===== src/rtl/ldst_issue_ctrl.sv =====
// ldst_issue_ctrl: in-order load/store issue controller between dispatch
// and the data cache. Ops are buffered in a DEPTH-entry FIFO, issued one
// at a time over a valid/ready request port, and completed to the ROB by
// tag. A single load may be outstanding; flush kills queued and in-flight
// work and drains the orphaned load response.
// Optional build macro: LDST_MISALIGN_TRAP_EN traps misaligned H/W ops at
// the queue head instead of sending them to the D$.
module ldst_issue_ctrl #(
    parameter int XLEN  = 32,
    parameter int DEPTH = 4,
    parameter int TAG_W = 6
) (
    input  logic             clk,
    input  logic             rst,
    input  logic             in_valid,
    output logic             in_ready,
    input  logic [4:0]       in_opcode,
    input  logic [3:0]       in_ld_st_type,
    input  logic [XLEN-1:0]  in_rs1,
    input  logic [XLEN-1:0]  in_rs2,
    input  logic [TAG_W-1:0] in_tag,
    input  logic             flush,
    output logic             dc_req_valid,
    input  logic             dc_req_ready,
    output logic             dc_req_store,
    output logic [XLEN-1:0]  dc_req_addr,
    output logic [XLEN-1:0]  dc_req_data,
    output logic [1:0]       dc_req_size,
    output logic             dc_req_sext,
    output logic [TAG_W-1:0] dc_req_tag,
    input  logic             dc_resp_valid,
    input  logic [TAG_W-1:0] dc_resp_tag,
    input  logic [XLEN-1:0]  dc_resp_data,
    output logic             cmp_valid,
    output logic [TAG_W-1:0] cmp_tag,
    output logic [XLEN-1:0]  cmp_data,
    output logic             cmp_store,
    output logic             cmp_exc,
    output logic             busy
);

    localparam int PTR_W = $clog2(DEPTH);
    localparam int CNT_W = PTR_W + 1;
    // Entry layout: {store, sext, size[1:0], tag, addr, data}
    localparam int ENT_W = 4 + TAG_W + 2 * XLEN;

    localparam logic [1:0] IDLE  = 2'd0;
    localparam logic [1:0] WAIT  = 2'd1;
    localparam logic [1:0] DRAIN = 2'd2;

    logic [ENT_W-1:0] mem [DEPTH];
    logic [PTR_W-1:0] rd_ptr_reg, wr_ptr_reg;
    logic [CNT_W-1:0] count_reg;
    logic [1:0]       state_reg;
    logic [TAG_W-1:0] ld_tag_reg;

    logic             cmp_valid_reg, cmp_store_reg, cmp_exc_reg;
    logic [TAG_W-1:0] cmp_tag_reg;
    logic [XLEN-1:0]  cmp_data_reg;

    logic             in_store, in_sext;
    logic [1:0]       in_size;
    logic [ENT_W-1:0] in_entry, head_entry;
    logic             head_store, head_sext, head_mis;
    logic [1:0]       head_size;
    logic [TAG_W-1:0] head_tag;
    logic [XLEN-1:0]  head_addr, head_data;
    logic             head_avail, issue_fire, trap_fire, push, pop, resp_match;
    logic             unused_bits;

    // Decode at enqueue so the head only carries what the D$ needs;
    // the illegal size encoding 3 is folded into a word access.
    assign in_store = in_opcode[3];
    assign in_sext  = ~in_ld_st_type[2];
    assign in_size  = (in_ld_st_type[1:0] == 2'd3) ? 2'd2 : in_ld_st_type[1:0];
    assign in_entry = {in_store, in_sext, in_size, in_tag, in_rs1, in_rs2};
    assign unused_bits = ^{in_opcode[4], in_opcode[2:0], in_ld_st_type[3]};

    assign head_entry = mem[rd_ptr_reg];
    assign {head_store, head_sext, head_size, head_tag, head_addr, head_data} = head_entry;

`ifdef LDST_MISALIGN_TRAP_EN
    assign head_mis = ((head_size == 2'd1) && head_addr[0]) ||
                      ((head_size == 2'd2) && (head_addr[1:0] != 2'b00));
`else
    assign head_mis = 1'b0;
`endif

    assign head_avail = (state_reg == IDLE) && (count_reg != '0);
    assign in_ready   = (count_reg < CNT_W'(DEPTH)) && (state_reg != DRAIN);
    assign push       = in_valid && in_ready && !flush;

    assign dc_req_valid = head_avail && !head_mis;
    assign dc_req_store = head_store;
    assign dc_req_addr  = head_addr;
    assign dc_req_data  = head_data;
    assign dc_req_size  = head_size;
    assign dc_req_sext  = head_sext;
    assign dc_req_tag   = head_tag;

    assign issue_fire = dc_req_valid && dc_req_ready;
    assign trap_fire  = head_avail && head_mis;
    assign pop        = (issue_fire || trap_fire) && !flush;
    assign resp_match = dc_resp_valid && (dc_resp_tag == ld_tag_reg);

    assign busy      = (count_reg != '0) || (state_reg != IDLE);
    assign cmp_valid = cmp_valid_reg;
    assign cmp_tag   = cmp_tag_reg;
    assign cmp_data  = cmp_data_reg;
    assign cmp_store = cmp_store_reg;
    assign cmp_exc   = cmp_exc_reg;

    // Queue storage: write-only on push, no reset needed for payload.
    always_ff @(posedge clk) begin
        if (push)
            mem[wr_ptr_reg] <= in_entry;
    end

    // Queue pointers and occupancy; flush empties the queue outright.
    always_ff @(posedge clk or negedge rst) begin
        if (!rst) begin
            rd_ptr_reg <= '0;
            wr_ptr_reg <= '0;
            count_reg  <= '0;
        end else if (flush) begin
            rd_ptr_reg <= '0;
            wr_ptr_reg <= '0;
            count_reg  <= '0;
        end else begin
            if (push)
                wr_ptr_reg <= wr_ptr_reg + PTR_W'(1);
            if (pop)
                rd_ptr_reg <= rd_ptr_reg + PTR_W'(1);
            count_reg <= count_reg + CNT_W'(push) - CNT_W'(pop);
        end
    end

    // Issue FSM and registered completion outputs (cleared every idle cycle).
    always_ff @(posedge clk or negedge rst) begin
        if (!rst) begin
            state_reg     <= IDLE;
            ld_tag_reg    <= '0;
            cmp_valid_reg <= 1'b0;
            cmp_tag_reg   <= '0;
            cmp_data_reg  <= '0;
            cmp_store_reg <= 1'b0;
            cmp_exc_reg   <= 1'b0;
        end else begin
            cmp_valid_reg <= 1'b0;
            cmp_tag_reg   <= '0;
            cmp_data_reg  <= '0;
            cmp_store_reg <= 1'b0;
            cmp_exc_reg   <= 1'b0;
            if (flush) begin
                // No completions in a flush cycle; an orphaned load must drain.
                case (state_reg)
                    WAIT, DRAIN: state_reg <= resp_match ? IDLE : DRAIN;
                    default: begin
                        if (issue_fire && !head_store) begin
                            ld_tag_reg <= head_tag;
                            state_reg  <= DRAIN;
                        end
                    end
                endcase
            end else begin
                case (state_reg)
                    IDLE: begin
                        if (trap_fire) begin
                            cmp_valid_reg <= 1'b1;
                            cmp_tag_reg   <= head_tag;
                            cmp_store_reg <= head_store;
                            cmp_exc_reg   <= 1'b1;
                        end else if (issue_fire) begin
                            if (head_store) begin
                                cmp_valid_reg <= 1'b1;
                                cmp_tag_reg   <= head_tag;
                                cmp_store_reg <= 1'b1;
                            end else begin
                                ld_tag_reg <= head_tag;
                                state_reg  <= WAIT;
                            end
                        end
                    end
                    WAIT: begin
                        if (resp_match) begin
                            cmp_valid_reg <= 1'b1;
                            cmp_tag_reg   <= ld_tag_reg;
                            cmp_data_reg  <= dc_resp_data;
                            state_reg     <= IDLE;
                        end
                    end
                    DRAIN: begin
                        if (resp_match)
                            state_reg <= IDLE;
                    end
                    default: state_reg <= IDLE;
                endcase
            end
        end
    end

endmodule


===== config.mk =====
export PLATFORM = sky130hd
export DESIGN_NAME = ldst_issue_ctrl
export DESIGN_NICKNAME = d
export VERILOG_FILES = /design/src/rtl/ldst_issue_ctrl.sv
export SDC_FILE = /design/constraint.sdc
export NUM_CORES = 1
export LEC_CHECK = 0
export CORE_MARGIN = 1
export CORE_UTILIZATION = 50
export CTS_BUF_LIST = sky130_fd_sc_hd__clkbuf_4
export DETAILED_ROUTE_END_ITERATION = 7
export GPL_ROUTABILITY_DRIVEN = 0
export PLACE_DENSITY = 0.86
export SYNTH_ARGS = -nofsm -noshare
export SYNTH_HDL_FRONTEND = slang
export SYNTH_SLANG_ARGS = --single-unit

===== constraint.sdc =====
create_clock -name clk -period 4.1 [get_ports clk]
set_input_delay 0.41 -clock clk [delete_from_list [all_inputs] [get_ports clk]]
set_output_delay 0.41 -clock clk [all_outputs]
set_load 0.02 [all_outputs]

==> summary.md, run 1 <==
| Metric | Value |
|---|---|
| DRC | 0 |
| Post-synth EDFFs | around 300 |
| CP Max Fanout | 28 |
| Final Skew | 0.04657 ns |
| Grt met3 use | around 8.3% |
| Worst Path Required | about 3.7 ns |
| Worst endpoint data arrival time | 2.92 ns |
| Number of setup violations in the final report | 0 |
| Worst slew margin | 50.34% |
| Area grow syn2layout | 29.88% |
| Synthesized area per cell | about 22 sq um |
| Post-layout instance area | 16790 sq um |
| Gr busiest metal | met2 |
| IO Port Bufs | approximately 230 |
| # rows | 58 |
| Full die area | 26500 sq um |
| Total grt overflow | 0 |
| Initial antenna violation count | 1 |
| Post-synthesis xor/xnor area fraction | 0.7453% |
| Primary FF master, synth | edfxtp_1 |
| Fin. max-slew vios | 0 |
| Ys Warns | 0 |
| Post-CTS setup buffers | 0 |
| # IOs | roughly 240 |
| Worst vdd ir | 0.3566 mV |
| Critical Path Start Type | flop |
| DRT antenna net count | 0 |
| Worst setup EP type | primary output |
| Drt wl/cell | 19.56 um |
| Synthesized Nets | 714 |
| Outcome | complete, no violations |
| Multiplexer share of the synthesized area | 13.42% |
| Tcrit/Tclk final | 81.25% |
| Max reg flops | slightly below 300 |
| Lkg Pwr | 0.005745 uW |
| Vias in the first global route | 7157 |
| #FFs+latches synth | 351 |
| Hold crit path type | primary input to flop |
| Num CTS Buffers | 87 |
| Seq. cell area | just over 10000 sq um |
| HPWL Detailed | 15170 um |
| Ys async rst share | 15.67% |
| Global Route met1 Usage | 22.34% |
| Starting Density | between 50 and 60% |
| Max Cap Viol | 0 |
| Die height | 162.8 um |
| Commonest non-fill, non-tap cell in the layout | edfxtp_1 |
| Die X-Extent | 162.8 um |
| Synth Area in Compound Gates | 0.8808% |
| Routed vias/inst | 5.167 |
| Fillers | 1680 |
| Longest Clk Path Bufs | 3 |
| DR pass1 iterations | 4 |
| RR Endpoint | count_reg[2] |
| H-Tree Depth | 3 |
| Worst skew pair latency | approximately 0.7 ns |
| Largest family of logic cells by synthesized area | multiplexers |
| Synth cell types | 35 |
| Global-route usage over all layers | 19.27% |
| Worst Reg2Reg Path Length in Cells | 13 |
| Setup CP Type | flop to primary output |
| Layout cell share with drive strength beyond 1 | roughly a quarter |
| Final hold vios | 0 |
| Final net count | between 1000 and 1500 |
| Reg clk slew, reported paths | about 0.070 ns |
| Clock tree from TritonCTS | yes |
| Setup TNS | 0 ns |
| F_max | between 0.3 and 0.4 GHz |
| Root Buffer | clkbuf_4 |
| Setup slack, reg-to-reg | 1.42 ns |
| First-pass GRT wire length | 38150 um |
| RSZ-0062 raised after global routing | no |
| Reg2reg start | state_reg[0] |
| Fraction of the mapped netlist area in adder cells | 1.026% |
| Placed inst area | between 15000 and 20000 sq um |
| WL final | 25030 um |
| Power Density | a little over 500 nW/um^2 |
| Multi-input gate area | 2539 sq um |
| Hold depth | 2 |
| Hold Path Sink | cmp_data[4] |
| Simple-Gate Fraction of Synth Area | 3.417% |
| Synth Instances | 581 |
| Grt met2 use | between 30% and 40% |
| Worst Tran Pin Value | 0.7392 ns |
| Largest net degree at the start of global routing | 56 |
| HP Start | dc_resp_data[4] |
| Vias | about 6600 |
| Post-layout min period | between 3 and 4 ns |
| Seq/Total Area, Yosys | 79.41% |
| Most frequent cells in the layout | edfxtp_1, clkdlybuf4s50_1, clkbuf_4 |
| Post-Syn Area | about 13000 sq um |
| Clk sinks | 351 |
| Drt initial violations | 302 |
| Core area | between 20000 and 30000 sq um |
==> power breakdown <==
part | leakage (uW) | switching, uW | internal [uW] | total, uW
combinational | 0.00171 | 823 | 861 | 1680
clock | 0.000606 | 1320 | 1320 | 2640
sequential | 0.00343 | 122 | 4120 | 4240
==> cell usage after synthesis (2+ instances only) <==
cell type	instances	area, sq um
xor2_1	2	17.52
nand2_1	4	15.01
nor2b_1	5	31.28
clkbuf_1	12	45.04
o21ai_0	3	15.01
nor2_1	20	75.07
a21oi_1	2	10.01
xnor2_1	9	78.83
nand3_1	3	15.01
buf_1	2	7.510
buf_2	9	45.04
a22oi_1	6	45.04
dfrtp_1	55	1376
mux2_2	6	67.56
mux4_2	74	1667
inv_1	9	33.78
edfxtp_1	296	8889
ha_1	9	112.6
and2_1	38	237.7
nor3_1	2	10.01
==> how the worst max path moves through the flow <==
stage / start / endpoint / slack [ns] / cells after the start
2_1_floorplan: state_reg[0] / mem[0][0] / 0.47 / 6
3_3_place_gp: in_valid / count_reg[2] / 1.32 / 11
3_5_place_dp: in_valid / count_reg[2] / 1.35 / 11
4_1_cts: rd_ptr_reg[0] / dc_req_store / 0.61 / 3
5_1_grt: rd_ptr_reg[0] / dc_req_store / 0.54 / 3
6_report: rd_ptr_reg[0] / dc_req_tag[1] / 0.77 / 3
==> per-stage QoR <==
| stage | power, uW | utilization, % | setup slack [ns] | std cells | hold slack (ns) |
|---|---|---|---|---|---|
| 2_1_floorplan | 5245 | - | 0.4731 | 581 | 0.1144 |
| 4_1_cts | 8705 | 66.47 | 0.6123 | 1279 | 0.1754 |
| 3_5_place_dp | 6018 | 62.40 | 1.345 | 1131 | 0.5457 |
| 3_3_place_gp | 5981 | 62.40 | 1.322 | 1131 | 0.5363 |
| 5_1_grt | 8971 | 66.48 | 0.5443 | 1280 | 0.2021 |
| 6_report | 8564 | 66.48 | 0.7687 | 1280 | 0.2716 |
==> metal layers <==
| metal | vias up | part of all wire, % | wire, um |
|---|---|---|---|
| met5 | - | 0 | 0 |
| met3 | 41 | 11 | 2684 |
| li1 | 2993 | - | - |
| met1 | 3284 | 38 | 9415 |
| met2 | 296 | 50 | 12520 |
| met4 | 0 | 1.7 | 415 |
==> repair_timing <==
item                                   in CTS  in global routing
hold buffers                                1                  0
gates resized for setup                     0                  0
endpoints found under the hold margin      55                  0
==> logic make-up after synthesis <==
| family | count (synthesis) |
|---|---|
| and+or+nand+nor | 79 |
| buffers and inverters | 33 |
| other | 1 |
| DFF | 351 |
| muxes | 80 |
| AOI/OAI and AO/OA | 16 |
| xor gates and xnor gates | 11 |
| adders and majority gates | 10 |
==> worst max-delay path, stage by stage, from the launching register on <==
cell and delay [ns]:
dfrtp_4 0.75, buf_12 0.32, mux4_2 0.61, clkdlybuf4s50_1 0.57
==> area by class of cell <==
type / count / share of cell area [%]
clock buffer: 115 / 5.142
clock inverter: 32 / 0.9241
sequential: 351 / 61.19
inverter: 9 / 0.2012
antenna: 1 / 0.01491
timing repair buffer: 245 / 14.95
tap: 330 / 2.459
multi-input combinational: 197 / 15.12
(Power assumes the default switching activity.)
==> run 2, diff against run 1 <==
- clock period: 4.1 -> 3.1 ns (I/O delays scaled with it)
==> summary.md, run 2 (same netlist as run 1, synthesis figures left out) <==
| Metric | Value |
|---|---|
| Initial antenna violation count | 0 (was 1) |
| DR pass1 iterations | 4 (unchanged) |
| First-pass GRT wire length | 39260 um (was 38150 um) |
| Routed vias/inst | 5.152 (was 5.167) |
| Layout cell share with drive strength beyond 1 | 25.70% (was 23.92%) |
| Worst vdd ir | 0.4945 mV (was 0.3566 mV) |
| Max reg flops | 296 (unchanged) |
| Number of setup violations in the final report | 0 (unchanged) |
| Fillers | 1629 (was 1680) |
| RSZ-0062 raised after global routing | no (unchanged) |
| Full die area | 26500 sq um (unchanged) |
| Setup crit end | dc_req_addr[31] (was dc_req_tag[1]) |
| RR Endpoint | count_reg[2] (unchanged) |
| Die X-Extent | 162.8 um (unchanged) |
| Worst Path Required | 2.79 ns (was 3.69 ns) |
| Multi-input gate area | 2539 sq um (unchanged) |
| Clk sinks | 351 (unchanged) |
| WL final | 25820 um (was 25030 um) |
| Final hold vios | 0 (unchanged) |
| Setup slack, reg-to-reg | 0.37 ns (was 1.42 ns) |
| F_max | 0.3480 GHz |
| Longest Clk Path Bufs | 3 (unchanged) |
| Root Buffer | clkbuf_4 (unchanged) |
| Core area | 25250 sq um (unchanged) |
| Post-layout min period | 2.874 ns |
| Final core occ | 67.57% (was 66.48%) |
| Die height | 162.8 um (unchanged) |
| Drt initial violations | 445 (was 302) |
| Area grow syn2layout | 32.02% (was 29.88%) |
| Num CTS Buffers | 87 (unchanged) |
| Most frequent cells in the layout | edfxtp_1, clkdlybuf4s50_1, clkbuf_4 (unchanged) |
| Setup CP Type | flop to primary output (unchanged) |
| Reg2reg start | state_reg[0] (unchanged) |
| Fin. max-slew vios | 0 (unchanged) |
| HPWL Detailed | 15810 um (was 15170 um) |
| Final worst slack | 0.2264 ns (was 0.7687 ns) |
| Power Density | 691.8 nW/um^2 (was 510.1 nW/um^2) |
| Commonest non-fill, non-tap cell in the layout | edfxtp_1 (unchanged) |
| Lkg Pwr | 0.005901 uW (was 0.005745 uW) |
| Seq. cell area | 10270 sq um (unchanged) |
| DRC | 0 (unchanged) |
| Global-route usage over all layers | 20.07% (was 19.27%) |
| Worst Tran Pin Value | 0.7361 ns (was 0.7392 ns) |
| Hold crit path type | primary input to asynchronous set/reset pin (was primary input to flop) |
| Tcrit/Tclk final | 92.70% |
| Worst Reg2Reg Path Length in Cells | 13 (unchanged) |
| Worst endpoint data arrival time | 2.56 ns (was 2.92 ns) |
| Worst skew pair latency | 0.68 ns (was 0.70 ns) |
| Vias in the first global route | 7339 (was 7157) |
| Outcome | complete, no violations (unchanged) |
| CP startpoint | rd_ptr_reg[0] (unchanged) |
| Worst setup EP type | primary output (unchanged) |
| # diodes | 0 (was 1) |
| Reg clk slew, reported paths | 0.06 ns (was 0.07 ns) |
| Setup TNS | 0 ns (unchanged) |
| Starting Density | 51.18% (unchanged) |
| # IOs | 241 (unchanged) |
| Vias | 6692 (was 6614) |
| IO Port Bufs | 234 (unchanged) |
| H-Tree Depth | 3 (unchanged) |
| Max Cap Viol | 0 (unchanged) |
| Largest net degree at the start of global routing | 75 (was 56) |
| Total grt overflow | 0 (unchanged) |
| Worst slew margin | 50.55% (was 50.34%) |
| Clock tree from TritonCTS | yes (unchanged) |
| DRT antenna net count | 0 (unchanged) |
| Critical Path Start Type | flop (unchanged) |
| DP Worst Slack | 0.3512 ns (was 1.345 ns) |
| Drt wl/cell | 19.88 um (was 19.56 um) |
| # rows | 58 (unchanged) |
| Final net count | 1037 (was 1024) |
| CP Max Fanout | 9 (was 28) |
| Final Skew | 0.04727 ns (was 0.04657 ns) |
==> run 2: cell count changes in the layout (fill, tap and decap cells not counted) <==
cell	delta
clkbuf_4	+10
buf_4	+9
bufinv_16	+3
buf_12	+2
clkinv_1	-2
buf_16	+1
buf_8	+1
clkinv_4	-1
clkinvlp_4	-1
diode_2	-1
inv_2	-1
inv_6	-1
==> run 2: worst min path at each step <==
| stage | startpoint | endpoint | slack, ns | cells past startpoint |
|---|---|---|---|---|
| final | rst | cmp_data[9] | 0.17 | 2 |
| after global routing | dc_resp_data[7] | cmp_data[7] | 0.13 | 2 |
| after CTS | rst | cmp_data[9] | 0.11 | 2 |
| after detailed placement | rst | cmp_data[10] | 0.32 | 1 |
| after global placement | rst | cmp_data[10] | 0.32 | 1 |
| after floorplan | rst | cmp_data[0] | 0.01 | 0 |
==> run 2: per-layer routing <==
metal  vias to the layer above  global-route usage, %  part of all wire, %
met4                         0                  6.117                  1.0
li1                       3042                      -                    -
met2                       279                  34.00                   51
met1                      3342                  22.51                   37
met3                        29                  9.371                   11
met5                         -                      0                    0
==> run 2: cell type report <==
type                    count  share of cell area [%]
inverters                   9                  0.1980
flip-flops and latches    351                   60.20
well taps                 330                   2.420
clock buffers             125                   5.499
clock inverters            29                   1.224
multi-input cells         197                   14.88
repair buffers            258                   15.59
==> run 2: timing repair <==
action | in CTS | in global routing
buffers inserted | 5 | 1
setup endpoints to repair | 61 | 12
gates resized for setup | 0 | 0
hold buffers | 1 | 0
endpoints found under the hold margin | 23 | 0
==> run 2: worst max-delay path: stages (launching register included) <==
cell	delay, ns
dfrtp_4	0.45
buf_12	0.13
buf_4	0.23
mux4_2	0.54
clkdlybuf4s50_1	0.57
==> run 2: per-stage QoR <==
stage | instances | power (uW) | area, sq um | hold WS, ns
after floorplan | 581 | 6926 | 12930 | 0.01441
after global placement | 1138 | 7934 | 15810 | 0.3170
after detailed placement | 1138 | 7990 | 15810 | 0.3232
after CTS | 1298 | 11980 | 17050 | 0.1050
after global routing | 1299 | 12370 | 17070 | 0.1301
final | 1299 | 11810 | 17070 | 0.1690
==> run 2: report_power, final <==
group	internal, uW	leakage (uW)	switching, uW	total [uW]
combinational	1210	0.00180	1160	2370
sequential	5450	0.00343	123	5570
clock	2120	0.000678	1750	3870
total	8770	0.00590	3040	11800
